### src/rtl/mips_pkg.sv
// Shared types and constants for the MIPS datapath helpers, including the
// register-file spill engine state machine.
`timescale 1ns/1ps
package mips_pkg;

   localparam int NUM_GPR  = 32;
   localparam int LAST_GPR = NUM_GPR - 1;

   typedef enum logic [1:0] {
      IDLE    = 2'd0,
      SAVE    = 2'd1,
      RESTORE = 2'd2,
      DONE    = 2'd3
   } spill_state_t;

   typedef enum logic {
      SPILL_SAVE    = 1'b0,
      SPILL_RESTORE = 1'b1
   } spill_mode_t;

endpackage

### src/rtl/regfile_spill_engine.sv
// Context save/restore engine driving the register file ports for GPRs $1..$31.
// Optional build macro REGFILE_SPILL_CHECKSUM_EN adds an XOR checksum output.
`timescale 1ns/1ps
module regfile_spill_engine
   import mips_pkg::*;
#(
   parameter int DATA_W  = 32,
   parameter int ADDR_W  = 5,
   parameter int NUM_GPR = mips_pkg::NUM_GPR
) (
   input  logic              clk,
   input  logic              reset,
   input  logic              start,
   input  logic              mode,
   output logic              busy,
   output logic              done,
   output logic [ADDR_W-1:0] beat_idx,
   output logic [ADDR_W-1:0] rf_ra,
   input  logic [DATA_W-1:0] rf_rd,
   output logic              rf_we,
   output logic [ADDR_W-1:0] rf_wa,
   output logic [DATA_W-1:0] rf_wd,
   output logic [DATA_W-1:0] out_data,
   output logic              out_valid,
   input  logic              out_ready,
   input  logic [DATA_W-1:0] in_data,
   input  logic              in_valid,
   output logic              in_ready
`ifdef REGFILE_SPILL_CHECKSUM_EN
   ,
   output logic [DATA_W-1:0] checksum
`endif
);

   localparam logic [ADDR_W-1:0] ONE_IDX  = ADDR_W'(1);
   localparam logic [ADDR_W-1:0] LAST_IDX = ADDR_W'(NUM_GPR - 1);

   spill_state_t      state_q, state_d;
   logic [ADDR_W-1:0] idx_q, idx_d;
   logic              busy_q, busy_d;
   logic              done_q, done_d;
   logic              out_valid_q, out_valid_d;
   logic              in_ready_q, in_ready_d;
   logic [ADDR_W-1:0] rf_ra_q, rf_ra_d;
   logic [ADDR_W-1:0] rf_wa_q, rf_wa_d;
   logic [ADDR_W-1:0] beat_idx_q, beat_idx_d;
   logic              save_fire_s;
   logic              restore_fire_s;
   logic              last_s;
   logic [DATA_W-1:0] beat_word_s;
   logic [DATA_W-1:0] checksum_q, checksum_d;

   assign save_fire_s    = out_valid_q & out_ready;
   assign restore_fire_s = in_ready_q & in_valid;
   assign last_s         = (idx_q == LAST_IDX);
   assign beat_word_s    = out_valid_q ? rf_rd : in_data;

   // Next state, index and registered control outputs derived from the upcoming state.
   always_comb begin
      state_d    = state_q;
      idx_d      = idx_q;
      checksum_d = checksum_q;
      case (state_q)
         IDLE: begin
            if (start) begin
               idx_d      = ONE_IDX;
               checksum_d = '0;
               if (spill_mode_t'(mode) == SPILL_RESTORE) begin
                  state_d = RESTORE;
               end else begin
                  state_d = SAVE;
               end
            end else begin
               state_d = IDLE;
            end
         end
         SAVE: begin
            if (save_fire_s) begin
               checksum_d = checksum_q ^ beat_word_s;
               if (last_s) begin
                  state_d = DONE;
               end else begin
                  idx_d = idx_q + ONE_IDX;
               end
            end else begin
               state_d = SAVE;
            end
         end
         RESTORE: begin
            if (restore_fire_s) begin
               checksum_d = checksum_q ^ beat_word_s;
               if (last_s) begin
                  state_d = DONE;
               end else begin
                  idx_d = idx_q + ONE_IDX;
               end
            end else begin
               state_d = RESTORE;
            end
         end
         DONE: begin
            state_d = IDLE;
         end
         default: begin
            state_d = IDLE;
         end
      endcase

      busy_d      = (state_d == SAVE) || (state_d == RESTORE);
      done_d      = (state_d == DONE);
      out_valid_d = (state_d == SAVE);
      in_ready_d  = (state_d == RESTORE);
      if (out_valid_d) begin
         rf_ra_d = idx_d;
      end else begin
         rf_ra_d = '0;
      end
      if (in_ready_d) begin
         rf_wa_d = idx_d;
      end else begin
         rf_wa_d = '0;
      end
      if (busy_d) begin
         beat_idx_d = idx_d - ONE_IDX;
      end else begin
         beat_idx_d = '0;
      end
   end

   // State and output registers with synchronous reset.
   always_ff @(posedge clk) begin
      if (reset) begin
         state_q     <= IDLE;
         idx_q       <= '0;
         busy_q      <= 1'b0;
         done_q      <= 1'b0;
         out_valid_q <= 1'b0;
         in_ready_q  <= 1'b0;
         rf_ra_q     <= '0;
         rf_wa_q     <= '0;
         beat_idx_q  <= '0;
         checksum_q  <= '0;
      end else begin
         state_q     <= state_d;
         idx_q       <= idx_d;
         busy_q      <= busy_d;
         done_q      <= done_d;
         out_valid_q <= out_valid_d;
         in_ready_q  <= in_ready_d;
         rf_ra_q     <= rf_ra_d;
         rf_wa_q     <= rf_wa_d;
         beat_idx_q  <= beat_idx_d;
         checksum_q  <= checksum_d;
      end
   end

   assign busy      = busy_q;
   assign done      = done_q;
   assign beat_idx  = beat_idx_q;
   assign rf_ra     = rf_ra_q;
   assign rf_wa     = rf_wa_q;
   assign out_valid = out_valid_q;
   assign in_ready  = in_ready_q;
   assign out_data  = out_valid_q ? rf_rd : '0;
   // Reset must not let the abandoned beat land in the register file.
   assign rf_we     = in_ready_q & in_valid & ~reset;
   assign rf_wd     = in_ready_q ? in_data : '0;

`ifdef REGFILE_SPILL_CHECKSUM_EN
   assign checksum = checksum_q;
`else
   logic unused_checksum_s;
   assign unused_checksum_s = ^checksum_q;
`endif

endmodule
### config.mk
export PLATFORM = sky130hd
export DESIGN_NAME = regfile_spill_engine
export DESIGN_NICKNAME = d
export VERILOG_FILES = /design/src/rtl/mips_pkg.sv /design/src/rtl/regfile_spill_engine.sv
export SDC_FILE = /design/constraint.sdc
export NUM_CORES = 1
export LEC_CHECK = 0
export CAP_MARGIN = 20
export CORE_MARGIN = 2
export CORE_UTILIZATION = 28
export CTS_CLUSTER_DIAMETER = 120
export DETAILED_ROUTE_END_ITERATION = 8
export MAX_ROUTING_LAYER = met4
export PLACE_DENSITY = 0.81
export SLEW_MARGIN = 10
export SYNTH_ARGS = -nofsm -noshare
export SYNTH_HDL_FRONTEND = slang
export SYNTH_SLANG_ARGS = --single-unit
### constraint.sdc
create_clock -name clk -period 2.2 [get_ports clk]
set_input_delay 0.22 -clock clk [delete_from_list [all_inputs] [get_ports clk]]
set_output_delay 0.22 -clock clk [all_outputs]
set_load 0.02 [all_outputs]
* Word-level counts from Yosys, hierarchy flattened *
Index checks and enable logic that the tools add are counted.

cells by class
  mux-type cells = 13
  equality and inequality tests = 7
  add/subtract/negate cells = 2
  bitwise gates (word level) = 7
  reductions and logical operators = 5

operators with widths
  kind                 number
  $mux 32              2
  $mux 5               4
  $pmux 5 s3           1
  $mux 2               5
  $eq 2x2->1 const B   4
  $pmux 2 s4           1
  $reduce_or 2->1      3
  $add 5x1->5 const B  1
  $eq 5x5->1 const B   1
  $sub 5x1->5 const B  1
  $eq 2x1->1 const B   2
  $not 1->1            4
  $and 1x1->1          3
  $logic_not 2->1      1
  $logic_or 1x1->1     1

word-level totals
  output and inout bits = 84
  logic and storage cells = 43
  input bits = 70
  bits in registers = 26

* Logic depth before layout (Yosys ltp) *
Gate-level depths: netlist of run 1.

  word-level depth = 8
  depth in mapped cells = 8
  mapped depth without buffers = 8

* Worst setup path before layout of run 1 *
No wires, ideal clock.

  kind = flip-flop to flip-flop
  start point = register out_valid_q, in the netlist out_valid
  end point = register beat_idx_q[0], in the netlist beat_idx[0]
  library setup time = 0.059 ns
  clock period less this slack = 1.979 ns
  required time = 2.141 ns
  cell stages (with the launch flop) = 9
  arrival time = 1.920 ns
  path slack = 0.221 ns
  path buffers = 0
  path through = dfxtp_1 -> nand4b_2 -> and2_4 -> a221o_2 -> inv_1 -> ha_1 -> or2_2 -> inv_1 -> and2_1

on the way
  word-level cells in the longest chain between the ends = 7
  elaborated cells on any way between the ends = 11
  those cells by class = add/sub: 1; eq/ne: 2; mux: 4; bitwise: 2; reduce/logical: 2

RTL lines
  item                                      RTL line                     RTL
  start: declaration                        regfile_spill_engine.sv:42   logic out_valid_q, out_valid_d;
  start signal: assignment                  regfile_spill_engine.sv:148  out_valid_q <= out_valid_d;
  $and 1x1->1 (*)                           regfile_spill_engine.sv:53   assign save_fire_s = out_valid_q & out_ready;
  $mux 2 (*)                                regfile_spill_engine.sv:78   if (save_fire_s) begin
  $pmux 2 s4 (*)                            regfile_spill_engine.sv:63   case (state_q)
  named net state_d[1]                      regfile_spill_engine.sv:38   spill_state_t state_q, state_d;
  $eq 2x1->1 or $eq 2x2->1 (tied branches)  regfile_spill_engine.sv:109  busy_d = (state_d == SAVE) || (state_d == RESTORE);
  $logic_or 1x1->1 (*)                      regfile_spill_engine.sv:109
  $not 1->1 (no line) (*)                   -
  $reduce_or 2->1 (no line) (*)             -
  end signal: assignment                    regfile_spill_engine.sv:152  beat_idx_q <= beat_idx_d;
  end: declaration                          regfile_spill_engine.sv:46   logic [ADDR_W-1:0] beat_idx_q, beat_idx_d;

Mark *: on every way through the listed nets, which the timed path passes. The rest lies on a longest branch.
A chain may end at the register's enable or synchronous reset.

* Final worst setup path of run 1 *
  start point = register idx_q[1]
  end point = register beat_idx_q[0], in the netlist beat_idx[0]

on the way
  word-level cells in the longest chain between the ends = 8
  elaborated cells on any way between the ends = 15
  those cells by class = add/sub: 1; eq/ne: 3; mux: 8; bitwise: 1; reduce/logical: 2

RTL lines
  item                                      RTL line                                                RTL
  start: declaration                        regfile_spill_engine.sv:39                              logic [ADDR_W-1:0] idx_q, idx_d;
  start signal: assignment                  regfile_spill_engine.sv:145                             idx_q <= idx_d;
  $eq 5x5->1 (*)                            regfile_spill_engine.sv:55                              assign last_s = (idx_q == LAST_IDX);
  $mux 2 (*)                                regfile_spill_engine.sv:80, regfile_spill_engine.sv:92
  $mux 2, on equally long branches          regfile_spill_engine.sv:90, regfile_spill_engine.sv:78
  $pmux 2 s4 (*)                            regfile_spill_engine.sv:63
  named net state_d[1]                      regfile_spill_engine.sv:38
  $eq 2x1->1 or $eq 2x2->1 (tied branches)  regfile_spill_engine.sv:109
  $logic_or 1x1->1 (*)                      regfile_spill_engine.sv:109
  $not 1->1 (no line) (*)                   -
  $reduce_or 2->1 (no line) (*)             -

Marked as above.

==> results of run 1 <==
-- state kept, by name, indices dropped and copies added (netlist names) --
name / count
in_ready: 1
out_valid: 1
busy: 1
done: 1
rf_ra: 5
beat_idx: 5
rf_wa: 5
state_q: 2
idx_q: 5
-- what timing repair did --
action                                  CTS  global route
resized for setup                         0             2
buffers inserted                          0             0
endpoints found under the setup margin    0             2
-- synthesized netlist by cell type, drive strengths merged --
library cell,number,area [µm²]
clkbuf,7,26.3
a21boi,2,15.0
xor2,1,8.76
ha,5,62.6
mux2i,1,10.0
buf,1,7.51
o31a,1,8.76
a31o,1,8.76
o31ai,1,7.51
xnor2,2,17.5
nand2b,2,12.5
nand2,5,18.8
mux2,1,11.3
or2,1,6.26
a31oi,2,27.5
and2,70,440
a221o,1,11.3
a21o,1,7.51
inv,6,22.5
o21ai,1,5.00
o21bai,1,7.51
dfxtp,26,521
nand4b,2,23.8
o22a,1,8.76
nand4,3,18.8
nor2b,1,6.26
nand3,2,10.0
a41oi,1,8.76
nor2,21,78.8
a21oi,3,15.0
-- through the flow --
step	total power (W)	setup TNS (ns)	util [%]	instance area (µm²)	cells
after floorplan	0.000712	0	-	1430	173
after global placement	0.000992	0	61.8	3090	398
after detailed placement	0.000997	-0.00986	61.8	3090	398
after CTS	0.00138	0	63.2	3170	402
after global routing	0.00144	0	63.3	3170	402
final	0.00137	0	63.3	3170	402
-- layer usage --
layer | GRT usage, % | part of all wire (%) | up-vias
met4 | 7.02 | 2.3 | 0
li1 | - | - | 869
met5 | - | 0 | -
met3 | 4.89 | 9.8 | 18
met1 | 17.7 | 39 | 731
met2 | 28.7 | 49 | 76
-- cell type report --
type                       count  area [µm²]  share of cell area, %
tap                           70        87.6                   2.76
inverter                       6        22.5                  0.711
clock inverter                 1        30.0                  0.947
timing repair buffer         163        1610                   50.7
sequential                    26         522                   16.5
multi-input combinational    133         860                   27.1
clock buffer                   3        41.3                   1.30
-- cells by family after synthesis --
| family | Yosys count | share of synthesized area [%] |
|---|---|---|
| buffers and inverters | 14 | 3.93 |
| AO/OA/AOI/OAI | 16 | 9.16 |
| AND/OR/NAND/NOR | 107 | 42.9 |
| XOR/XNOR | 3 | 1.83 |
| multiplexers | 2 | 1.48 |
| adder cells (fa/ha/maj) | 5 | 4.36 |
| flip-flops | 26 | 36.3 |
-- worst max-delay path, cell delays in order, from the launching register on --
cell                      delay (ns)
sky130_fd_sc_hd__dfxtp_1        0.39
sky130_fd_sc_hd__ha_2           0.24
sky130_fd_sc_hd__nand4_1        0.15
sky130_fd_sc_hd__a221o_2        0.43
sky130_fd_sc_hd__inv_1          0.08
sky130_fd_sc_hd__ha_1           0.21
sky130_fd_sc_hd__or2_2          0.35
sky130_fd_sc_hd__inv_1          0.08
sky130_fd_sc_hd__and2_1         0.11
-- worst paths after layout --
| path | startpoint | endpoint | slack [ns] | cells past startpoint |
|---|---|---|---|---|
| worst min register to register | state_q[1]$_SDFF_PP0_ | state_q[0]$_SDFF_PP0_ | 0.73 | 2 |
| worst min-delay path | reset | idx_q[3]$_SDFF_PP0_ | 0.70 | 3 |
| worst max register to register | idx_q[1]$_SDFF_PP0_ | beat_idx[0]$_SDFF_PP0_ | 0.12 | 8 |
| worst max-delay path | idx_q[1]$_SDFF_PP0_ | beat_idx[0]$_SDFF_PP0_ | 0.12 | 8 |
-- power breakdown --
part           switching (W)  total, W  internal, W  leakage (nW)
Combinational       0.000197  0.000478     0.000281          1.02
Sequential         0.0000135  0.000506     0.000492         0.212
Clock               0.000142  0.000386     0.000243        0.0357
==> run summary, run 1 <==
The number of global-route vias before repair was 1,507; the number of iterations in the first detailed-routing pass was 4. Global routing used 16.6% of the available tracks across all layers. For the worst-skew pair, the clock arrives at the later sink with an insertion delay of 0.27 ns. In the layout the commonest cells are sky130_fd_sc_hd__clkdlybuf4s50_1 (153), sky130_fd_sc_hd__and2_1 (68), sky130_fd_sc_hd__dfxtp_1 (25). For the post-route worst hold slack, the log shows 0.704 ns. Summing over every cut layer, the via total after detailed routing is 1,694. The maximum fanout count along the critical path works out to 5. Based on the critical path, the design can be clocked at up to 0.480 GHz. TritonCTS built the clock tree. Each instance of the synthesized netlist takes up on average 8.29 µm².

The time the final worst path needs with I/O delays and setup is 2.08 ns. The clock passes through at most 2 buffers. The layout has 448 filler cells.

The synthesized design contains 26 register bits. Count of clock tree sinks: 26. The count of warnings emitted by yosys is 0. The die is 75.6 µm tall.

For this block, the initial DRC count from the detailed router was 29. The classification of the worst-slack hold path was in2reg. After clock tree synthesis, the clock-pin slew on the worst setup and hold paths is 0.09 ns.

The signed area change from the synthesized netlist to the final layout works out to 121%. The headroom to the max-slew limit was 75.6%; the final critical-path share of the clock period was 94.6%. Data arrives at the worst endpoint at 2.30 ns. In the routed layout, each cell is associated on average with a via count of 4.21. Setup violations remaining at the end of the flow were counted as 0. In this run the standard cell core region covers 5010 µm². VDD sags by at most 0.382 mV. Setup repair after global routing left no endpoint under its margin. Count of endpoints failing hold in the final timing report: 0. Share of post-route cells with drive strength above 1: 6.93%. In the routed design, unresolved DRC markers number 0. The post-synthesis cell count came out at 173. The overall routed net length is 5010 µm, and the sequential fraction of the synthesis area is 36.3%. The sort of element at the end of the critical path is a flop.

The library cell used most frequently in the layout, excluding fill and tap cells, is sky130_fd_sc_hd__clkdlybuf4s50_1. At the worst endpoint, the required time is 2.42 ns. Summed over all layers, the global routing overflow is 0. The floorplan step defined a die boundary enclosing 5710 µm².

The tools report the final-report max-slew violation count as 0. Initial antenna violation count: 0. The first global-routing pass estimated 7070 µm of wire.

The run finished with clean final reports. In this run the remaining antenna-violating nets after routing total 0. Timing analysis after detailed placement gives a worst setup slack of -0.00986 ns. The cell area that synthesis handed to floorplanning was 1430 µm². The final net count was 408; the final worst clock skew was 0.00499 ns. The transition time at the pin with the least slew margin is 0.356 ns, and the count of input and output buffers is 153.

For this design the top-level I/O count stands at 154. The die is 75.6 µm wide. Number of max-cap violations: 0. The level count of the clock H-tree is 1. The largest net degree at the start of global routing is 34, and the row count is 26. The worst setup path is of the reg2reg kind. In this run the power density over the cells is 432 nW/µm². The tools report the sort of element at the start of the critical path as a flop. Across all setup checks in the final design, the least slack found is 0.119 ns.

The number of hold buffers added after CTS was 0. The cell sitting at the root of the clock tree is a sky130_fd_sc_hd__clkbuf_8. The HPWL after detailed placement is 4220 µm. In this run the static leakage power is 1.27 nW.

The number of nets handed over by synthesis was 248. The number of antenna repair diodes is 0, and the initial cell density of the core is 28.6%. Number of buffers created by CTS: 3. Counting distinct cell types in the post-synthesis netlist gives 35.

The global placement routability congestion came out at 0.871. The average detailed-routed wire length per instance came out at 12.5 µm.
(Power assumes the default switching activity.)
==> inputs of run 2 (changes only) <==
--- a/config.mk
+++ b/config.mk
@@ -12,5 +12,5 @@
 export DETAILED_ROUTE_END_ITERATION = 8
 export MAX_ROUTING_LAYER = met4
-export PLACE_DENSITY = 0.81
+export PLACE_DENSITY = 0.79
 export SLEW_MARGIN = 10
 export SYNTH_ARGS = -nofsm -noshare
==> constraint.sdc (replaced) <==
create_clock -name clk -period 2.2 [get_ports clk]
set_input_delay 0.22 -clock clk [delete_from_list [all_inputs] [get_ports clk]]
set_output_delay 0.22 -clock clk [all_outputs]
set_load 0.05 [all_outputs]
==> run 2 against run 1 <==
  * Final cell count down 0.25%
  * Sequential power barely moved
  * Combinational power rose by 27%
  * Sequential share of layout area up 0.54 points
  * Clock-buffer cell count is the same
  * Wire length grew 0.90%
  * Die area is the same
  * Register-to-register slack improved by 0.04 ns
  * Worst hold slack better by 0.014 ns
  * Fmax rose by 1.9%
  * Clock power is essentially flat
==> run summary, run 2 (synthesized netlist as in run 1, its figures left out) <==
The tools report the CTS root buffer as sky130_fd_sc_hd__clkbuf_8. Once placement completed, the tool counted placed cells totaling 396. The die boundary height is 75.6 µm, and the count of clock tree sinks is 26.

Classification of the worst-slack hold path: reg2reg. The run finished with clean final reports. The total power consumption of the routed design was 0.00150 W; the die boundary width was 75.6 µm.

Data arrives at the worst endpoint at 2.26 ns. In this run the standard cell core region covers 5010 µm². The worst slack at placement was -0.00539 ns.

Wire length of the first global-routing pass: 7250 µm. Headroom to the max-slew limit came out at 65.7%. STA classifies the critical path endpoint as a flop.

The largest net degree at the start of global routing is 34, and the number of iterations in the first detailed-routing pass is 4. For this design the ratio of total power to cell area is 486 nW/µm². The final critical path takes up 92.9% of the cycle. Internal power comes to 0.00100 W. The run gives 5710 µm² as the full die area. The count of endpoints failing hold in the final timing report was 0; the average detailed-routed wire length per instance was 12.6 µm. The worst reg-to-reg path cell count is 8, and the DRC violation total after the first TritonRoute iteration is 29. In this run the deepest clock path goes through 2 buffers. Measured on the finished design, the core utilization comes to 61.6%. In this run the worst path has a maximum fanout of 5. Of the total power, registers draw 33.9%. Counting instances, the worst hold path has a depth of 3. For this run, the post-layout net count is 407.

The logs give 1 for the level count of the clock H-tree and 3000 µm² for the total placed instance area. Via count: 1,705. The critical path is of the reg2reg type. Initial cell density of the core: 28.6%. The commonest non-fill, non-tap cell in the layout was sky130_fd_sc_hd__clkdlybuf4s50_1.

The reg-to-reg endpoint is beat_idx[0]$_SDFF_PP0_. The maximum operating frequency was 0.489 GHz; the number of max-cap violations was 0. Cells with a size suffix above 1 make up 18.4% of the layout.

The vias per cell works out to 4.25. The share of total power dissipated in the clock network is 25.5%. The logs give 26 for the row count and 0.00397 ns for the final worst clock skew. The sink of the worst hold path is rf_wa[3]$_SDFF_PP0_. The overall track demand over capacity in global routing is 17.2%. The initial antenna violation count came out at 0.

The detail route stage leaves a number of antenna-violating nets equal to 0. The run gives 401 as the number of standard cells in the final layout excluding fillers. The congestion estimate from routability-driven global placement came to 0.844.

Final-report max-slew violation count: 0. At the later pin of the worst-skew pair, clock insertion delay measures 0.27 ns. In this run the register-to-register setup slack is 0.16 ns. Summed over all nets, the switching power comes to 0.000496 W. At the pin with the least slew margin, the transition time is 0.514 ns.

For this design the static power due to leakage is 1.34 nW. The worst hold path begins at idx_q[2]$_SDFF_PP0_. The clock period could shrink to 2.04 ns. The signed area change from the synthesized netlist to the final layout is 115%. The share of total power dissipated in combinational logic is 40.5%. Pin placement for this block handled 154 I/O pins. After legalization and detailed placement, the total HPWL measured 4230 µm.

Buffers inserted during clock tree synthesis total 3. Setup violations remaining at the end of the flow were counted as 0. For the final instance area, the log shows 3080 µm². TritonCTS built the clock tree. The worst register-to-register path begins at idx_q[0]$_SDFF_PP0_. Number of design rule violations left after detail routing: 0.

Net switching is 33.1% of the power. VDD sags by at most 0.447 mV. After clock tree synthesis, the clock-pin slew on the worst setup and hold paths is 0.08 ns.

For this run the aggregate overflow at the end of global routing stands at 0. The logs give 1,526 for the number of global-route vias before repair and 5060 µm for the overall routed net length. Setup slack after layout: 0.157 ns.

During placement, the flow inserted port buffers numbering 153. The repair_antennas step left the layout with diodes totalling 0. The worst setup path is launched from a flop.

The data required time at the worst endpoint was 2.42 ns. The top cell types in the final layout, fill and taps aside, are sky130_fd_sc_hd__clkdlybuf4s50_1 (116), sky130_fd_sc_hd__and2_1 (68), sky130_fd_sc_hd__buf_4 (45).
## run 2: cell types whose count changed in the layout (fill, tap and decap cells not counted), sizes merged
cell,change
clkdlybuf4s50,-37
buf,+36
## run 2: final cells by class
class	instances	area, µm²
clock buffers	3	41.3
clock inverters	1	30.0
fillers	458	1930
inverters	6	22.5
multi-input cells	133	860
flip-flops and latches	26	524
well taps	70	87.6
repair buffers	162	1520
## run 2: layer usage
| layer | track usage (%) | part of all wire, % | vias up |
|---|---|---|---|
| li1 | - | - | 870 |
| met3 | 2.65 | 8.1 | 16 |
| met4 | 7.60 | 2.4 | 0 |
| met5 | - | 0 | - |
| met2 | 29.2 | 50 | 73 |
| met1 | 19.9 | 40 | 746 |
## run 2: worst max path at each step
| stage | startpoint | to | slack [ns] | cells past startpoint |
|---|---|---|---|---|
| after CTS | idx_q[0]$_SDFF_PP0_ | beat_idx[0]$_SDFF_PP0_ | 0.06 | 8 |
| after detailed placement | out_ready | beat_idx[0]$_SDFF_PP0_ | -0.005 | 9 |
| after floorplan | in_ready$_SDFF_PP0_ | beat_idx[4]$_SDFF_PP0_ | 0.07 | 6 |
| final | idx_q[0]$_SDFF_PP0_ | beat_idx[0]$_SDFF_PP0_ | 0.16 | 8 |
| after global routing | idx_q[0]$_SDFF_PP0_ | beat_idx[0]$_SDFF_PP0_ | -0.01 | 8 |
| after global placement | out_ready | beat_idx[0]$_SDFF_PP0_ | 0.02 | 9 |
## run 2: what timing repair did
item                                    CTS  global route
endpoints found under the setup margin    0             6
gates resized for setup                   0             3
hold buffers                              0             0
setup buffers                             0             1
## run 2: metrics by stage
stage	hold WS (ns)	TNS [ns]
final	0.718	0
after global routing	0.767	-0.0102
after CTS	0.719	0
after detailed placement	0.697	-0.00539
after global placement	0.697	0
after floorplan	0.424	0
## run 2: power by group through the flow
| stage | combinational [W] | sequential [W] | clock, W |
|---|---|---|---|
| final | 0.000607 | 0.000508 | 0.000383 |
| after CTS | 0.000611 | 0.000508 | 0.000395 |
| after detailed placement | 0.000609 | 0.000518 | 0 |
| after global routing | 0.000646 | 0.000512 | 0.000418 |
| after floorplan | 0.000284 | 0.000576 | 0 |
| after global placement | 0.000605 | 0.000519 | 0 |
## run 2: critical path, cell delays in order (launching register included)
cell and delay, ns:
sky130_fd_sc_hd__dfxtp_2 0.37, sky130_fd_sc_hd__ha_2 0.23, sky130_fd_sc_hd__nand4_1 0.14, sky130_fd_sc_hd__a221o_2 0.44
sky130_fd_sc_hd__inv_1 0.09, sky130_fd_sc_hd__ha_1 0.22, sky130_fd_sc_hd__or2_2 0.34, sky130_fd_sc_hd__inv_1 0.07
sky130_fd_sc_hd__and2_1 0.11
